[src/rtl/apu_pkg.sv]
// Shared APU constants: length-counter lookup table, default frame-step times and frame mode type.
package apu_pkg;

   typedef enum logic {
      MODE_4STEP = 1'b0,
      MODE_5STEP = 1'b1
   } frame_mode_t;

   localparam int unsigned STEP_QF1    = 7457;
   localparam int unsigned STEP_QF2    = 14913;
   localparam int unsigned STEP_QF3    = 22371;
   localparam int unsigned STEP_QF4_M0 = 29829;
   localparam int unsigned STEP_QF4_M1 = 37281;

   localparam logic [7:0] LEN_TABLE [32] = '{
      8'd10,  8'd254, 8'd20,  8'd2,   8'd40,  8'd4,   8'd80,  8'd6,
      8'd160, 8'd8,   8'd60,  8'd10,  8'd14,  8'd12,  8'd26,  8'd14,
      8'd12,  8'd16,  8'd24,  8'd18,  8'd48,  8'd20,  8'd96,  8'd22,
      8'd192, 8'd24,  8'd72,  8'd26,  8'd16,  8'd28,  8'd32,  8'd30
   };

   function automatic logic [7:0] len_lookup(input logic [4:0] idx);
      return LEN_TABLE[idx];
   endfunction

endpackage

[src/rtl/apu_frame_counter.sv]
// APU frame sequencer: free-running step counter, quarter/half-frame pulses and frame IRQ.
// Frame IRQ logic is present only when TRI_FRAME_IRQ_EN is defined; otherwise irq is tied low.
module apu_frame_counter
   import apu_pkg::*;
#(
   parameter int unsigned QF1    = STEP_QF1,
   parameter int unsigned QF2    = STEP_QF2,
   parameter int unsigned QF3    = STEP_QF3,
   parameter int unsigned QF4_M0 = STEP_QF4_M0,
   parameter int unsigned QF4_M1 = STEP_QF4_M1
) (
   input  logic clk,
   input  logic reset,
   input  logic frame_wr,
   input  logic frame_mode,
   input  logic frame_inhibit,
   input  logic irq_ack,
   output logic qf,
   output logic hf,
   output logic irq
);

   localparam logic [15:0] S1    = 16'(QF1);
   localparam logic [15:0] S2    = 16'(QF2);
   localparam logic [15:0] S3    = 16'(QF3);
   localparam logic [15:0] S4_M0 = 16'(QF4_M0);
   localparam logic [15:0] S4_M1 = 16'(QF4_M1);

   frame_mode_t mode_q, mode_d;
   logic [15:0] fc_q, fc_d;
   logic [15:0] last_step;
   logic        qf_d, hf_d;

   // Pulses are decoded from the next count so they line up with the edge that loads the step.
   always_comb begin
      last_step = (mode_q == MODE_5STEP) ? S4_M1 : S4_M0;
      mode_d    = mode_q;
      fc_d      = (fc_q >= last_step) ? '0 : fc_q + 16'd1;
      qf_d      = (fc_d == S1) || (fc_d == S2) || (fc_d == S3) || (fc_d == last_step);
      hf_d      = (fc_d == S2) || (fc_d == last_step);
      if (frame_wr) begin
         mode_d = frame_mode_t'(frame_mode);
         fc_d   = '0;
         qf_d   = frame_mode;
         hf_d   = frame_mode;
      end
   end

   always_ff @(posedge clk or posedge reset) begin
      if (reset) begin
         mode_q <= MODE_4STEP;
         fc_q   <= '0;
         qf     <= 1'b0;
         hf     <= 1'b0;
      end else begin
         mode_q <= mode_d;
         fc_q   <= fc_d;
         qf     <= qf_d;
         hf     <= hf_d;
      end
   end

`ifdef TRI_FRAME_IRQ_EN
   logic inhibit_q;
   logic irq_set, irq_clr;

   always_comb begin
      irq_set = !frame_wr && (mode_q == MODE_4STEP) && !inhibit_q && (fc_d == S4_M0);
      irq_clr = irq_ack || (frame_wr && frame_inhibit);
   end

   // Set has priority over a coincident acknowledge or inhibit write.
   always_ff @(posedge clk or posedge reset) begin
      if (reset) begin
         inhibit_q <= 1'b0;
         irq       <= 1'b0;
      end else begin
         if (frame_wr) begin
            inhibit_q <= frame_inhibit;
         end
         if (irq_set) begin
            irq <= 1'b1;
         end else if (irq_clr) begin
            irq <= 1'b0;
         end
      end
   end
`else
   logic unused_irq_inputs;
   assign unused_irq_inputs = frame_inhibit ^ irq_ack;
   assign irq = 1'b0;
`endif

endmodule

[src/rtl/tri_frame_ctrl.sv]
// Triangle channel frame controller: frame sequencer plus linear and length counters gating tri_channel.
// Frame IRQ is built only with TRI_FRAME_IRQ_EN defined (see apu_frame_counter).
module tri_frame_ctrl
   import apu_pkg::*;
#(
   parameter int unsigned QF1    = STEP_QF1,
   parameter int unsigned QF2    = STEP_QF2,
   parameter int unsigned QF3    = STEP_QF3,
   parameter int unsigned QF4_M0 = STEP_QF4_M0,
   parameter int unsigned QF4_M1 = STEP_QF4_M1
) (
   input  logic       clk,
   input  logic       reset,
   input  logic [7:0] r1,
   input  logic [7:0] r4,
   input  logic       r4_wr,
   input  logic [7:0] frame,
   input  logic       frame_wr,
   input  logic       chan_en,
   input  logic       irq_ack,
   output logic       qf,
   output logic       hf,
   output logic       irq,
   output logic       len_active,
   output logic       tri_en
);

   logic [7:0] length, length_d;
   logic [6:0] linear, linear_d;
   logic       reload, reload_d, reload_eff;
   logic       unused_bits;

   assign unused_bits = ^{r4[2:0], frame[5:0]};

   apu_frame_counter #(
      .QF1    (QF1),
      .QF2    (QF2),
      .QF3    (QF3),
      .QF4_M0 (QF4_M0),
      .QF4_M1 (QF4_M1)
   ) u_frame_counter (
      .clk           (clk),
      .reset         (reset),
      .frame_wr      (frame_wr),
      .frame_mode    (frame[7]),
      .frame_inhibit (frame[6]),
      .irq_ack       (irq_ack),
      .qf            (qf),
      .hf            (hf),
      .irq           (irq)
   );

   always_comb begin
      length_d = length;
      if (!chan_en) begin
         length_d = '0;
      end else if (r4_wr) begin
         length_d = len_lookup(r4[7:3]);
      end else if (hf && (length != '0) && !r1[7]) begin
         length_d = length - 8'd1;
      end

      // A write coinciding with qf sets the flag early enough to reload on that qf.
      reload_eff = reload | r4_wr;
      reload_d   = reload_eff;
      linear_d   = linear;
      if (qf) begin
         if (reload_eff) begin
            linear_d = r1[6:0];
         end else if (linear != '0) begin
            linear_d = linear - 7'd1;
         end
         if (!r1[7]) begin
            reload_d = 1'b0;
         end
      end
   end

   always_ff @(posedge clk or posedge reset) begin
      if (reset) begin
         length     <= '0;
         linear     <= '0;
         reload     <= 1'b0;
         tri_en     <= 1'b0;
         len_active <= 1'b0;
      end else begin
         length     <= length_d;
         linear     <= linear_d;
         reload     <= reload_d;
         tri_en     <= (length != '0) && (linear != '0);
         len_active <= (length != '0);
      end
   end

endmodule

[config.mk]
export PLATFORM = sky130hd
export DESIGN_NAME = tri_frame_ctrl
export DESIGN_NICKNAME = d
export VERILOG_FILES = /design/src/rtl/apu_pkg.sv /design/src/rtl/apu_frame_counter.sv /design/src/rtl/tri_frame_ctrl.sv
export SDC_FILE = /design/constraint.sdc
export NUM_CORES = 1
export LEC_CHECK = 0
export CAP_MARGIN = 30
export CORE_MARGIN = 1
export CORE_UTILIZATION = 30
export CTS_CLUSTER_SIZE = 20
export DETAILED_ROUTE_END_ITERATION = 16
export SETUP_SLACK_MARGIN = 0.5
export SYNTH_ARGS = -nofsm -noshare
export SYNTH_HDL_FRONTEND = slang
export SYNTH_HIERARCHICAL = 1
export SYNTH_SLANG_ARGS = --single-unit
[constraint.sdc]
create_clock -name clk -period 6.1 [get_ports clk]
set_clock_uncertainty 0.15 [all_clocks]
set_input_delay 1.22 -clock clk [delete_from_list [all_inputs] [get_ports clk]]
set_output_delay 1.22 -clock clk [all_outputs]
set_load 0.005 [all_outputs]
After elaboration in Yosys (flattened, before gate mapping)
Memory sizes are Yosys's and may differ from the RTL's.
Index checks and enable logic that the tools add are counted.
{ "totals": {"reg_bits": 37, "romBits": 256, "inputBits": 30, "wordCells": 48, "mem_count": 1} }
{ "op_classes": {"n_addsub": 3, "order_cmp": 2, "eq_ne": 5, "mux": 14, "bitwise_logic": 2, "reduce_logical": 12} }
{ "mem_list": {"columns": ["memory", "words", "width", "rd", "rd_clocked_by_memory_dff", "write_ports", "line_no", "rtl"], "rows": [
  ["(name not given)", 32, 8, 1, 0, 0, "apu_pkg.sv:23", "return LEN_TABLE[idx];"]
]} }
{ "ops": {"columns": ["cell", "n"], "rows": [
  ["$mux W16", 3],
  ["$mux W8", 5],
  ["$add A16 B1 Y16 const B", 1],
  ["$eq A16 B13 Y1 const B", 1],
  ["$eq A16 B14 Y1 const B", 1],
  ["$eq A16 B15 Y1 const B", 1],
  ["$eq A16 B16 Y1", 1],
  ["$ge A16 B16 Y1", 1],
  ["$mux W7", 2],
  ["$reduce_bool A8 Y1", 1],
  ["$sub A8 B1 Y8 const B", 1],
  ["$reduce_bool A7 Y1", 1],
  ["$sub A7 B1 Y7 const B", 1],
  ["$ge A6 B6 Y1 const B", 1],
  ["$not A5 Y6", 1],
  ["$logic_or A1 B1 Y1", 4],
  ["$mux W1", 4],
  ["$logic_and A1 B1 Y1", 3],
  ["$ne A3 B2 Y1 const B", 1],
  ["$reduce_and A2 Y1", 1],
  ["$reduce_bool A2 Y1", 1],
  ["$logic_not A1 Y1", 1],
  ["$or A1 B1 Y1", 1]
]} }

Depth between registers and ports, before layout
Gate-level depths: netlist of run 1.
{ "logic_depth": {"depth_word": 8, "ltp_mapped": 10, "depth_no_buf": 10} }

Cells and area by module
The synthesis of run 1 kept the hierarchy.
{ "modules_own_cells": {"columns": ["module", "instances", "cells_per_inst", "area_per_inst_um2", "seq_area_each_um2"], "rows": [
  ["tri_frame_ctrl", 1, 155, 1436.4, 450.4],
  ["apu_frame_counter", 1, 152, 1371.3, 475.5]
]} }

Least setup slack after synthesis of run 1
No wires, ideal clock.
{ "synth_timing": {"path_kind": "input to register", "startpoint": "input r1[7]", "endpoint": "register length[6]", "t_arrival_ns": 2.213, "setup_slack_ns": 3.616, "path_stages": 4, "path_buffers": 0, "cell_sequence": "nand3b_1 > nor4_1 > mux2_2 > o211a_1"} }
{ "synth_between": {"elab_chain_cells": 3} }
{ "synth_lines": {"columns": ["item", "line_no", "rtl"], "rows": [
  ["from (decl)", "tri_frame_ctrl.sv:14", "input logic [7:0] r1,"],
  ["$logic_not A1 Y1", null, null],
  ["$logic_and A1 B1 Y1", "tri_frame_ctrl.sv:59", "end else if (hf && (length != '0) && !r1[7]) begin"],
  ["$ne A3 B2 Y1 (no source line)", null, null],
  ["to (signal assigned)", "tri_frame_ctrl.sv:87", "length <= length_d;"],
  ["to (decl)", "tri_frame_ctrl.sv:28", "logic [7:0] length, length_d;"]
]} }
Every way passes these cells.
A chain may end at the register's enable or synchronous reset.

Worst setup path in the final report of run 1
{ "layout_timing": {"startpoint": "input r4[3]", "endpoint": "register length[2]"} }
{ "layout_between": {"elab_chain_cells": 6} }
{ "layout_lines": {"columns": ["item", "line_no", "rtl"], "rows": [
  ["from (decl)", "tri_frame_ctrl.sv:15", "input logic [7:0] r4,"],
  ["$not A5 Y6 (implied by the code)", "apu_pkg.sv:23", null],
  ["$mem_v2 Z32 W8", null, null],
  ["$mux W8 (implied by the code) (2 in a row)", "apu_pkg.sv:23", null],
  ["$mux W8", "tri_frame_ctrl.sv:57", "end else if (r4_wr) begin"],
  ["$mux W8", "tri_frame_ctrl.sv:55", "if (!chan_en) begin"]
]} }
Every way passes these cells. The select of a mux whose other input is x is not followed.

==> impl_summary.md, run 1 <==
Synthesis
Counting every instance in the synthesized netlist gives 307. The cell accounting for the most synthesized area is sky130_fd_sc_hd__dfrtp_1. Counting every net in the synthesized netlist gives 357.

Among all flip-flop cells after synthesis, the most frequent one is sky130_fd_sc_hd__dfrtp_1. Yosys printed 6 warnings. The number of flops mapped to enable cells by yosys is 0. After synthesis, the netlist uses 71 different library cells. The register area share after synthesis is 33.0%. Sorting the synthesized cells by how often they occur yields 37 x sky130_fd_sc_hd__dfrtp_1, 30 x sky130_fd_sc_hd__nor2_1, 20 x sky130_fd_sc_hd__ha_1. The share of the synthesized area in the top cell type is 33.0%. The async set or reset register ratio after synthesis is 100%. Counting flops and latches in the post-synthesis netlist gives 37. The most common cell in the synthesized netlist is sky130_fd_sc_hd__dfrtp_1.

After synthesis, the cell types taking the most area are sky130_fd_sc_hd__dfrtp_1 33%, sky130_fd_sc_hd__ha_1 8.9%, sky130_fd_sc_hd__nor2_1 4.0%, sky130_fd_sc_hd__xor2_1 2.8%, sky130_fd_sc_hd__a21oi_1 2.7%. Dividing the synthesized area by the synthesized cell count gives 9.15 µm². The synthesized netlist occupies a cell area of 2810 µm².

Floorplanning
The die covers 9750 µm². The starting density of the core is 31.6%. The I/O pin count is 35. From left edge to right edge, the die measures 98.7 µm. From bottom edge to top edge, the die measures 98.7 µm. The core region area is 8890 µm². In this run the core area contains 34 standard-cell rows.

Place
In this run the tool buffered the top-level ports with 22 buffer cells. The minimum setup slack after placement is 2.79 ns. The instance area after placement is 3090 µm². The final weighted congestion of routability-driven global placement is 0.845. Including well taps, the total number of placed cells is 422. Detailed placement ended at an HPWL of 4700 µm.

Pwr
Total power for the finished layout comes to 0.597 mW. The part of the total power dissipated in combinational logic is 21.1%. The analysis attributes to cell leakage a power of 1.36 nW. The clock network burns 31.6% of the power.

The internal cell power is 0.413 mW. The sequential fraction of design power is 47.3%. The worst-case IR drop observed on VDD is 0.0000769 V. The switching power is 0.184 mW. The power density relative to cell area is 187 nW/µm².

The switching portion of total power is 30.8%.

Routing
The first-pass iteration count of the detailed router is 4. For this run, design rule violations remaining after detail routing come to 0. The detail-routed via count per cell is 5.38. The average wire per standard cell is 15.0 µm. Once detail routing completed, the nets flagged for antenna violations numbered 0. The number of vias after detailed routing is 2313. The total wirelength of the detailed-routed design is 6440 µm. The first routing iteration left 102 violations.

Timing
The final-report max-slew violation count is 0. The achievable frequency is 334 MHz. The number of hold violations in the final report came to 0. The slack of the critical path is 3.10 ns.

The tightest hold path in the finished design has a slack of 0.350 ns. Adding up every negative setup slack in the final design gives 0 ns. The remaining max-slew budget at the tightest pin is 50.4%.

Setup repair after global routing left no endpoint under its margin. The worst-margin pin slew is 0.743 ns. The final number of setup-violating endpoints is 0. The post-layout minimum cycle time is 3.00 ns.

The final critical-path share of the clock period is 49.1%.

CTS
The number of buffers inserted for hold repair after clock tree synthesis is 0. The later pin in the worst-skew pair is clocked with a latency of 0.29 ns. The largest buffer count on any clock path is 2.

The post-cts repair resize count is 0. TritonCTS built the clock tree. The clock transition time at the flip-flop clock pins of the worst setup and hold paths is 0.08 ns. The H-tree generated during clock tree synthesis spans 2 levels.

The root cell of the clock tree is sky130_fd_sc_hd__clkbuf_8. The clock sink total is 37. The number of setup buffers added after CTS is 0. The number of clock buffers inserted by TritonCTS is 5.

Final layout
The filler cells instantiated in the layout total 886. The number of standard cells in the layout, taps in and fillers out is 430. The area growth from synthesis to layout is 13.5%. Cells with a size suffix above 1 make up 7.76% of the layout.

The finished cells cover 3190 µm². In the final design database the tool counted 371 nets. The diode insertion count for antenna repair is 0.

The fraction of the core area covered by cells at the end of the flow is 35.8%.

Worst setup path
The sort of element at the end of the critical path is a register. The worst setup path is launched from an input port. The class of the most critical setup path is input port to register.

Along the worst path, the maximum fanout reaches 8. The setup slack of the most critical reg-to-reg path is 3.21 ns. STA puts the critical path data required time at 6.12 ns.

Data on the critical path arrives at its endpoint at 3.02 ns.

Global routing
The first global-routing pass estimated 10900 µm of wire. Entering global routing, the biggest net connects 20 pins. For this run the aggregate overflow at the end of global routing stands at 0. The number of global-route vias before repair is 2212. The number of antenna violations at the first check in global routing is 0. The total global routing track utilization is 13.9%.

Run status
The run finished with clean final reports.

Hold path
The worst min-delay path class is register to register.

Flow run
Across the run, the number of max-cap violations was 0.
==> final timing paths <==
path,to,startpoint,depth (start not counted)
max in group asynchronous,u_frame_counter/fc_q[1],reset,2
worst max register to register,u_frame_counter/qf,u_frame_counter/mode_q,9
worst max-delay path,length[2],r4[3],6
min in group asynchronous,linear[0],reset,2
worst min register to register,linear[5],linear[5],1
worst min-delay path,linear[5],linear[5],1
==> critical path: stages <==
cell                              delay (ns)
sky130_fd_sc_hd__clkdlybuf4s50_1        0.64
sky130_fd_sc_hd__inv_1                  0.17
sky130_fd_sc_hd__ha_1                   0.33
sky130_fd_sc_hd__mux4_2                 0.45
sky130_fd_sc_hd__nor2_1                 0.10
sky130_fd_sc_hd__o32ai_1                0.10
==> power groups by stage <==
stage | logic, mW | registers [mW] | clock network [mW]
6_report | 0.126 | 0.282 | 0.189
5_1_grt | 0.140 | 0.285 | 0.206
4_1_cts | 0.127 | 0.282 | 0.195
3_5_place_dp | 0.126 | 0.287 | 0
3_3_place_gp | 0.123 | 0.286 | 0
2_1_floorplan | 0.0871 | 0.282 | 0
==> cell type report <==
class	count	area, µm²	area share (%)
timing repair buffer	22	220	6.91
sequential	37	926	29.1
multi-input combinational	239	1750	54.9
tap	108	135	4.24
inverter	16	60.1	1.88
clock buffer	6	82.6	2.59
clock inverter	2	13.8	0.432
==> metal layers <==
layer	vias to the layer above	track usage, %	wire length, µm
met1	1099	20.6	3260
li1	1157	-	-
met2	55	21.1	2850
met5	-	0	0
met3	2	2.55	314
met4	0	2.41	15
==> placed cells by master, fill, tap and decap left out, drive strengths merged, types with 3 or more instances in the layout <==
cell type      synthesis  final
inv                   16     16
nand4                  5      5
nor4                   5      5
nor2b                  6      6
nand2                 17     17
and3                   7      7
o21ai                 11     11
o2bb2ai                3      3
a211oi                 5      5
o2111ai                3      3
and2                   5      5
mux2i                  4      4
clkdlybuf4s50          0     22
mux2                   4      4
and4                   3      3
ha                    20     20
nand3                  8      8
o31ai                  3      3
xor2                   9      9
a21oi                 15     15
a22o                   3      3
dfrtp                 37     37
nand2b                 6      6
xnor2                  9      9
clkbuf                 8      6
nor2                  30     30
o211a                  3      3
nor3                  13     13
==> logic make-up (layout without fill, tap and decap cells) <==
logic type / after synthesis / after routing / synth area share, %
and+or+nand+nor: 118 / 118 / 23.3
AOI/OAI and AO/OA: 73 / 73 / 20.0
DFF: 37 / 37 / 33.0
buffers and inverters: 31 / 46 / 4.72
adders and majority gates: 20 / 20 / 8.91
xor gates and xnor gates: 18 / 18 / 6.15
muxes: 9 / 9 / 3.83
other: 1 / 1 / 0.134
==> registers in the layout (all words and copies together), names as in the netlist <==
name,cells
u_frame_counter/qf,1
u_frame_counter/mode_q,1
u_frame_counter/hf,1
tri_en,1
length,8
u_frame_counter/fc_q,16
reload,1
len_active,1
linear,7
Note: power is estimated with default switching activity, not from simulation.
==> run 2, diff against run 1 <==
Clock period 6.1 ns to 2.5 ns, I/O delays scaled along.
==> impl_summary.md, run 2 (synthesis results as in run 1) <==
Run status
The flow ran to the end, and the final reports show no timing, DRC or antenna violations.

Routing
The DRC marker count from the first detailed-route iteration is 116 (+14%). The average wire per standard cell is 14.6 µm (-2.3%). The first-pass iteration count of the detailed router is 5 (+1).

The detail-routed via count per cell was 5.30 (-1.4%). The total wirelength of the detailed-routed design was 6680 µm (+3.8%). The number of vias after detailed routing is 2424 (+4.8%).

The remaining routing DRC violations is 0 (unchanged). The count of antenna-violating nets left after detailed routing was 0 (unchanged).

Worst setup path
STA classifies the critical path startpoint as a register. The class of the most critical setup path is register to register. The number of cells traversed by the worst register-to-register path was 9 (unchanged). The critical path data required time is 2.54 ns (-3.58 ns). The most critical setup path has its startpoint at u_frame_counter/mode_q. The maximum fanout count along the critical path was 5 (-3). The last element of the critical path is u_frame_counter/qf. In this run the critical register-to-register path is captured at u_frame_counter/qf. The setup slack of the most critical reg-to-reg path is 0.17 ns (-3.04 ns). The data arrival time at the worst-slack endpoint is 2.37 ns (-0.65 ns).

The sort of element at the end of the critical path is a register. The startpoint of the most critical register-to-register path is u_frame_counter/mode_q.

Final layout
The library cell used most frequently in the layout, excluding fill and tap cells, is sky130_fd_sc_hd__dfrtp_1. The area growth from synthesis to layout is 28.5%. The register containing the most flip-flops in the final layout is u_frame_counter/fc_q.

The diode insertion count for antenna repair is 0 (unchanged). The number of flip-flops in the largest register is 16 (unchanged). The proportion of layout cells with a drive suffix above 1 is 24.9% (+17 points). The final layout net count came to 398 (+7.3%). In the layout the commonest cells are 30 x sky130_fd_sc_hd__dfrtp_1, 28 x sky130_fd_sc_hd__nor2_1, 24 x sky130_fd_sc_hd__buf_4, 21 x sky130_fd_sc_hd__clkdlybuf4s50_1, 17 x sky130_fd_sc_hd__nand2_1. The largest registers in the layout are u_frame_counter/fc_q: 16 flops, length: 8 flops, linear: 7 flops.

Timing
The post-route setup TNS was 0 ns (unchanged). The final critical-path share of the clock period is 93.3%. The worst-margin pin slew is 0.699 ns (-0.0437 ns). The number of hold violations in the final report is 0 (unchanged). The achievable frequency is 429 MHz.

The final-report max-slew violation count came to 0 (unchanged). The final number of setup-violating endpoints was 0 (unchanged). Setup repair after global routing could not meet its margin everywhere. Subtracting the final worst setup slack from the clock period gives 2.33 ns. The remaining max-slew budget at the tightest pin is 53.3% (+2.9 points).

Global routing
The final global-route overflow total came to 0 (unchanged). The largest net degree at the start of global routing is 20 (unchanged). The number of antenna violations at the first check in global routing is 0 (unchanged). The total global routing track utilization is 14.4% (+0.56 points). The first-pass GRT wire length is 11300 µm (+3.5%). The number of global-route vias before repair is 2369 (+7.1%).

Place
The final weighted congestion of routability-driven global placement is 0.846 (+0.14%). The placed wire-length estimate is 4850 µm (+3.2%). The number of buffer cells added on primary ports is 22 (unchanged).

Pwr
The power after layout is 1.62 mW (+170%). The power density relative to cell area is 449 nW/µm² (+140%). The total leakage power is 1.51 nW (+11%).

The peak ir drop on the vdd network is 0.000249 V (+220%).

Floorplanning
The core region area was 8890 µm² (unchanged). The I/O pin count is 35 (unchanged). The area of the die is 9750 µm² (unchanged). The overall die height is 98.7 µm (unchanged). The die width came to 98.7 µm (unchanged). The number of rows created at floorplan is 34 (unchanged).

The starting density of the core was 31.6% (unchanged).

CTS
The root cell of the clock tree is sky130_fd_sc_hd__clkbuf_8. The number of buffers inserted for hold repair after clock tree synthesis is 0 (unchanged). TritonCTS built the clock tree. The H-tree depth was 2 (unchanged). The clock transition time at the flip-flop clock pins of the worst setup and hold paths came to 0.08 ns (about the same). The largest buffer count on any clock path was 2 (unchanged).

The clock sink total came to 37 (unchanged). The clock insertion delay at the later pin of the skew report came to 0.29 ns (about the same). The number of clock buffers inserted by TritonCTS is 5 (unchanged).

Hold path
The worst min-delay path class is register to register.

Flow run
The count of maximum capacitance violations is 0 (unchanged).
-- run 2: worst min path at each step --
stage / endpoint / cells after the start / slack (ns) / start
2_1_floorplan: len_active / 1 / 0.29 / reset
3_3_place_gp: linear[5] / 1 / 0.33 / linear[5]
3_5_place_dp: linear[5] / 1 / 0.33 / linear[5]
4_1_cts: linear[5] / 1 / 0.35 / linear[5]
5_1_grt: linear[5] / 1 / 0.37 / linear[5]
6_report: linear[5] / 1 / 0.35 / linear[5]
-- run 2: repair_timing --
item | 4_1_cts | 5_1_grt
buffers inserted | 8 | 4
endpoints found under the setup margin | 22 | 26
resized for setup | 14 | 19
pin swaps | 11 | 5
-- run 2: per-stage QoR --
step                setup slack, ns  cell area (µm²)  hold WS (ns)  utilization, %  instances
floorplan                     0.362             2870         0.289               -        307
global route                 0.0891             3610         0.367            40.6        457
detailed placement            0.128             3260         0.331            36.7        437
finish                        0.167             3610         0.351            40.6        457
global placement              0.127             3260         0.333            36.7        437
CTS                           0.166             3530         0.351            39.7        453
-- run 2: per-layer routing --
layer  vias up  part of all wire, %  global-route usage, %
met5         -                    0                      0
met4         0                 0.85                   3.90
met3         5                  4.4                   3.05
met2        53                   48                   23.5
met1      1163                   46                   19.4
li1       1203                    -                      -
-- run 2: report_power, final --
group	leakage (nW)	total [mW]	internal [mW]	switching, mW
clock network	0.0574	0.560	0.325	0.236
registers	0.470	0.691	0.642	0.0497
logic	0.982	0.368	0.187	0.181
total	1.51	1.62	1.15	0.466
-- run 2: cell type report --
class | instances | area, µm²
fillers | 869 | 5280
repair buffers | 49 | 437
multi-input cells | 239 | 1920
well taps | 108 | 135
clock inverters | 2 | 37.5
clock buffers | 6 | 82.6
flip-flops and latches | 37 | 935
inverters | 16 | 62.6
-- run 2: critical path, cell delays in order (launching register included) --
cell and delay, ns:
sky130_fd_sc_hd__dfrtp_2 0.48, sky130_fd_sc_hd__buf_6 0.16, sky130_fd_sc_hd__ha_4 0.25, sky130_fd_sc_hd__a311oi_2 0.09, sky130_fd_sc_hd__a211o_1 0.32, sky130_fd_sc_hd__and2_1 0.16, sky130_fd_sc_hd__and4_1 0.17, sky130_fd_sc_hd__a41oi_2 0.17
sky130_fd_sc_hd__o21ai_2 0.08, sky130_fd_sc_hd__a31o_1 0.19
==> run 3, diff against run 2 <==
Settings changed: CORE_ASPECT_RATIO set to 0.8, PLACE_DENSITY_LB_ADDON set to 0.2, SYNTH_HIERARCHICAL 1 to not set.
==> impl_summary.md, run 3 <==
Run status
The run finished with clean final reports.

Floorplanning
The core region area is 8710 µm² (-2.1%). The number of rows created at floorplan came to 30 (-12%). The area of the die came to 9610 µm² (-1.4%). The die width came to 109 µm (+11%). The I/O pin count came to 35 (unchanged). The starting density of the core is 31.8% (+0.19 points).

The overall die height came to 87.9 µm (-11%).

Final layout
The proportion of layout cells with a drive suffix above 1 came to 35.1% (+10 points). Leaving out fill and tap cells, the most frequent cells in the layout are 44 x sky130_fd_sc_hd__buf_4, 32 x sky130_fd_sc_hd__nor2_1, 28 x sky130_fd_sc_hd__dfrtp_1, 23 x sky130_fd_sc_hd__nand2_1, 22 x sky130_fd_sc_hd__clkdlybuf4s50_1. The area growth from synthesis to layout is 45.8%. The diode insertion count for antenna repair is 0 (unchanged). The most frequent standard cell in the layout excluding fill and tap cells is sky130_fd_sc_hd__buf_4. The post-route standard cell area excluding fillers is 4030 µm² (+12%).

The final layout net count is 436 (+9.5%). The number of flip-flops in the largest register came to 16 (unchanged). u_frame_counter.fc_q holds more flip-flops than any other register. The largest registers in the layout are u_frame_counter.fc_q: 16 flops, length: 8 flops, linear: 7 flops.

Pwr
The part of the total power dissipated in combinational logic is 23.2% (+0.5 points). The sequential fraction of design power is 37.3% (-5.4 points). The total leakage power is 1.67 nW (+11%). The switching portion of total power is 27.0% (-1.8 points).

The peak ir drop on the vdd network came to 0.000231 V (-7.3%). The internal cell power is 1.33 mW (+15%). The power density relative to cell area is 452 nW/µm² (+0.59%).

The switching power came to 0.492 mW (+5.6%). The clock network fraction of total power is 39.6% (+5.0 points).

Global routing
The total global routing track utilization was 16.4% (+1.9 points). The largest net degree at the start of global routing is 38 (+90%). The final global-route overflow total is 0 (unchanged). The first-pass GRT wire length is 12100 µm (+6.5%).

The number of global-route vias before repair is 2405 (+1.5%). The number of antenna violations at the first check in global routing came to 0 (unchanged).

Synthesis
The count of state elements after synthesis is 37 (unchanged). The number of flops mapped to enable cells by yosys is 0 (unchanged). The count of warnings emitted by yosys is 0 (-6).

The share of the synthesized area in the top cell type is 33.5% (+0.49 points). The register area share after synthesis is 33.5% (+0.49 points). The post-synthesis cell type count is 64 (-9.9%). Ranked by total cell area, the synthesized netlist is headed by sky130_fd_sc_hd__dfrtp_1 33%, sky130_fd_sc_hd__ha_1 8.6%, sky130_fd_sc_hd__nor2_1 6.2%, sky130_fd_sc_hd__xnor2_1 4.7%, sky130_fd_sc_hd__nand2_1 3.4%. Among all cell types in the netlist, the one instantiated most often is sky130_fd_sc_hd__nor2_1. The mean instance size in the synthesized netlist is 8.70 µm² (-4.9%). The commonest cells after synthesis are 46 x sky130_fd_sc_hd__nor2_1, 37 x sky130_fd_sc_hd__dfrtp_1, 25 x sky130_fd_sc_hd__nand2_1.

The async set or reset register ratio after synthesis is 100% (unchanged). The cell accounting for the most synthesized area is sky130_fd_sc_hd__dfrtp_1. The most used flip-flop cell after synthesis is sky130_fd_sc_hd__dfrtp_1. The number of instances in the synthesized netlist came to 318 (+3.6%).

The post-synth net total came to 367 (+2.8%). The post-synthesis instance area came to 2770 µm² (-1.5%).

Routing
The average wire per standard cell is 15.2 µm (+4.1%). The number of vias after detailed routing is 2538 (+4.7%). The first-pass iteration count of the detailed router is 4 (-1). The total wirelength of the detailed-routed design is 7590 µm (+14%).

The DRC marker count from the first detailed-route iteration came to 121 (+4.3%). The count of antenna-violating nets left after detailed routing is 0 (unchanged). The remaining routing DRC violations is 0 (unchanged).

The detail-routed via count per cell is 5.09 (-4.1%).

Worst setup path
The startpoint of the most critical register-to-register path is u_frame_counter.fc_q[0]. The family with the most delay on the worst path is simple AND/OR/NAND/NOR gates. The critical path goes through ha_4, nand3_4, or3_4, xnor2_2, nor4_2, nand2b_1, a2111o_1, nand3_1. The critical path data required time is 2.56 ns (+0.02 ns). The slowest stage of the critical path is the sky130_fd_sc_hd__dfrtp_2 cell. The worst setup path is of the register to register kind.

The sort of element at the end of the critical path is a register. The kind of start point of the critical path is a register. The peak per-stage delay on the critical path is 0.44 ns (-0.04 ns).

The maximum fanout count along the critical path is 4 (-1). The data arrival time at the worst-slack endpoint is 2.52 ns (+0.15 ns). The number of buffer and inverter instances along the worst setup path is 0 (-1).

The critical path starts at u_frame_counter.fc_q[0].

Timing
The achievable frequency came to 407 MHz (-5.0%). The final critical-path share of the clock period came to 98.2% (+4.9 points). The post-layout minimum cycle time is 2.46 ns (+0.123 ns).

The number of hold violations in the final report is 0 (unchanged). The final number of setup-violating endpoints is 0 (unchanged). The post-route setup TNS is 0 ns (unchanged).

The remaining max-slew budget at the tightest pin is 62.2% (+8.8 points). Setup repair after global routing could not meet its margin everywhere. The worst hold slack is 0.375 ns (+0.0239 ns). The final-report max-slew violation count is 0 (unchanged). The worst-margin pin slew is 0.563 ns (-0.136 ns).

CTS
The largest buffer count on any clock path is 2 (unchanged). The clock sink total came to 37 (unchanged). The number of buffers inserted for hold repair after clock tree synthesis came to 0 (unchanged). The CTS tree is yes.

The root cell of the clock tree is sky130_fd_sc_hd__clkbuf_16. The clock transition time at the flip-flop clock pins of the worst setup and hold paths came to 0.06 ns (-0.02 ns). The clock insertion delay at the later pin of the skew report is 0.29 ns (about the same). The number of clock buffers inserted by TritonCTS was 5 (unchanged). The H-tree depth came to 2 (unchanged).

Place
The placed wire-length estimate is 4840 µm (-0.28%). The final weighted congestion of routability-driven global placement is 0.955 (+13%). The instance area after placement is 3320 µm² (+1.6%). The number of buffer cells added on primary ports is 22 (unchanged).

Hold path
In this run the worst hold path is classified as register to register. The worst hold path begins at linear[5].

Flow run
The count of maximum capacitance violations is 0 (unchanged).
[run 3: cell types whose count changed in the layout (fill, tap and decap cells not counted), moves of 4 or more]
cell,change
sky130_fd_sc_hd__nand3_4,+4
sky130_fd_sc_hd__clkbuf_8,-6
sky130_fd_sc_hd__clkbuf_16,+5
sky130_fd_sc_hd__buf_4,+20
sky130_fd_sc_hd__o21ai_0,+6
sky130_fd_sc_hd__nor2_4,+11
sky130_fd_sc_hd__xnor2_2,+4
sky130_fd_sc_hd__xor2_1,-5
sky130_fd_sc_hd__nand2_1,+6
sky130_fd_sc_hd__o211ai_1,+4
sky130_fd_sc_hd__buf_6,+4
sky130_fd_sc_hd__nor2_1,+4
[run 3: cells by family (layout without fill, tap and decap cells)]
group           count (synthesis)  after routing  synth area share (%)
mux                             7              7                  3.03
fa+ha+maj                      19             19                  8.59
buf+inv                        33            101                  5.02
xor+xnor                       20             20                  6.33
flops                          37             37                  33.5
other cells                     1              1                 0.136
compound gates                 63             63                  15.4
simple gates                  138            139                  28.0
[run 3: area by class of cell]
| type | count | area [µm²] |
|---|---|---|
| fill | 831 | 4670 |
| clock buffer | 5 | 125 |
| inverter | 17 | 63.8 |
| tap | 112 | 140 |
| sequential | 37 | 937 |
| clock inverter | 2 | 35.0 |
| timing repair buffer | 77 | 694 |
| multi-input combinational | 249 | 2040 |
[run 3: worst paths after layout]
path / end / slack (ns) / cells past startpoint
min: linear[5] / 0.37 / 2
max: u_frame_counter.qf / 0.04 / 8
max in group asynchronous: u_frame_counter.fc_q[8] / 1.57 / 3
min in group asynchronous: length[4] / 0.42 / 3
min reg2reg: linear[5] / 0.37 / 2
max reg2reg: u_frame_counter.qf / 0.04 / 8
[run 3: layer usage]
metal  part of all wire (%)  wire length [µm]  track usage [%]
met3                    5.2               391             3.50
met5                      0                 0                0
met2                     45              3390             24.5
met1                     49              3710             23.5
met4                    1.3                95             5.09
[run 3: power by group through the flow]
stage | registers [mW] | clock network [mW] | logic [mW]
global route | 0.683 | 0.773 | 0.464
global placement | 0.685 | 0 | 0.318
CTS | 0.675 | 0.735 | 0.348
floorplan | 0.681 | 0 | 0.196
finish | 0.679 | 0.721 | 0.422
detailed placement | 0.686 | 0 | 0.319
[run 3: per-stage QoR]
step,setup WS [ns],total power [mW],utilization (%),cells
finish,0.0440,1.82,46.3,499
global placement,0.0307,1.00,38.1,464
CTS,0.0529,1.76,41.7,481
floorplan,0.0544,0.877,-,318
global route,-0.0247,1.92,46.3,499
detailed placement,0.0294,1.01,38.1,464
[run 3: worst min-delay path, cell delays in order, from the launching register on]
cell	delay, ns
sky130_fd_sc_hd__dfrtp_1	0.34
sky130_fd_sc_hd__o21ai_0	0.07
sky130_fd_sc_hd__o21ai_0	0.08
[run 3: what timing repair did]
action                                  in CTS  in global routing
buffers inserted                             8                 17
pin swaps                                    7                 26
cloned                                       2                  1
endpoints found under the setup margin      25                 33
gates resized for setup                     22                 63
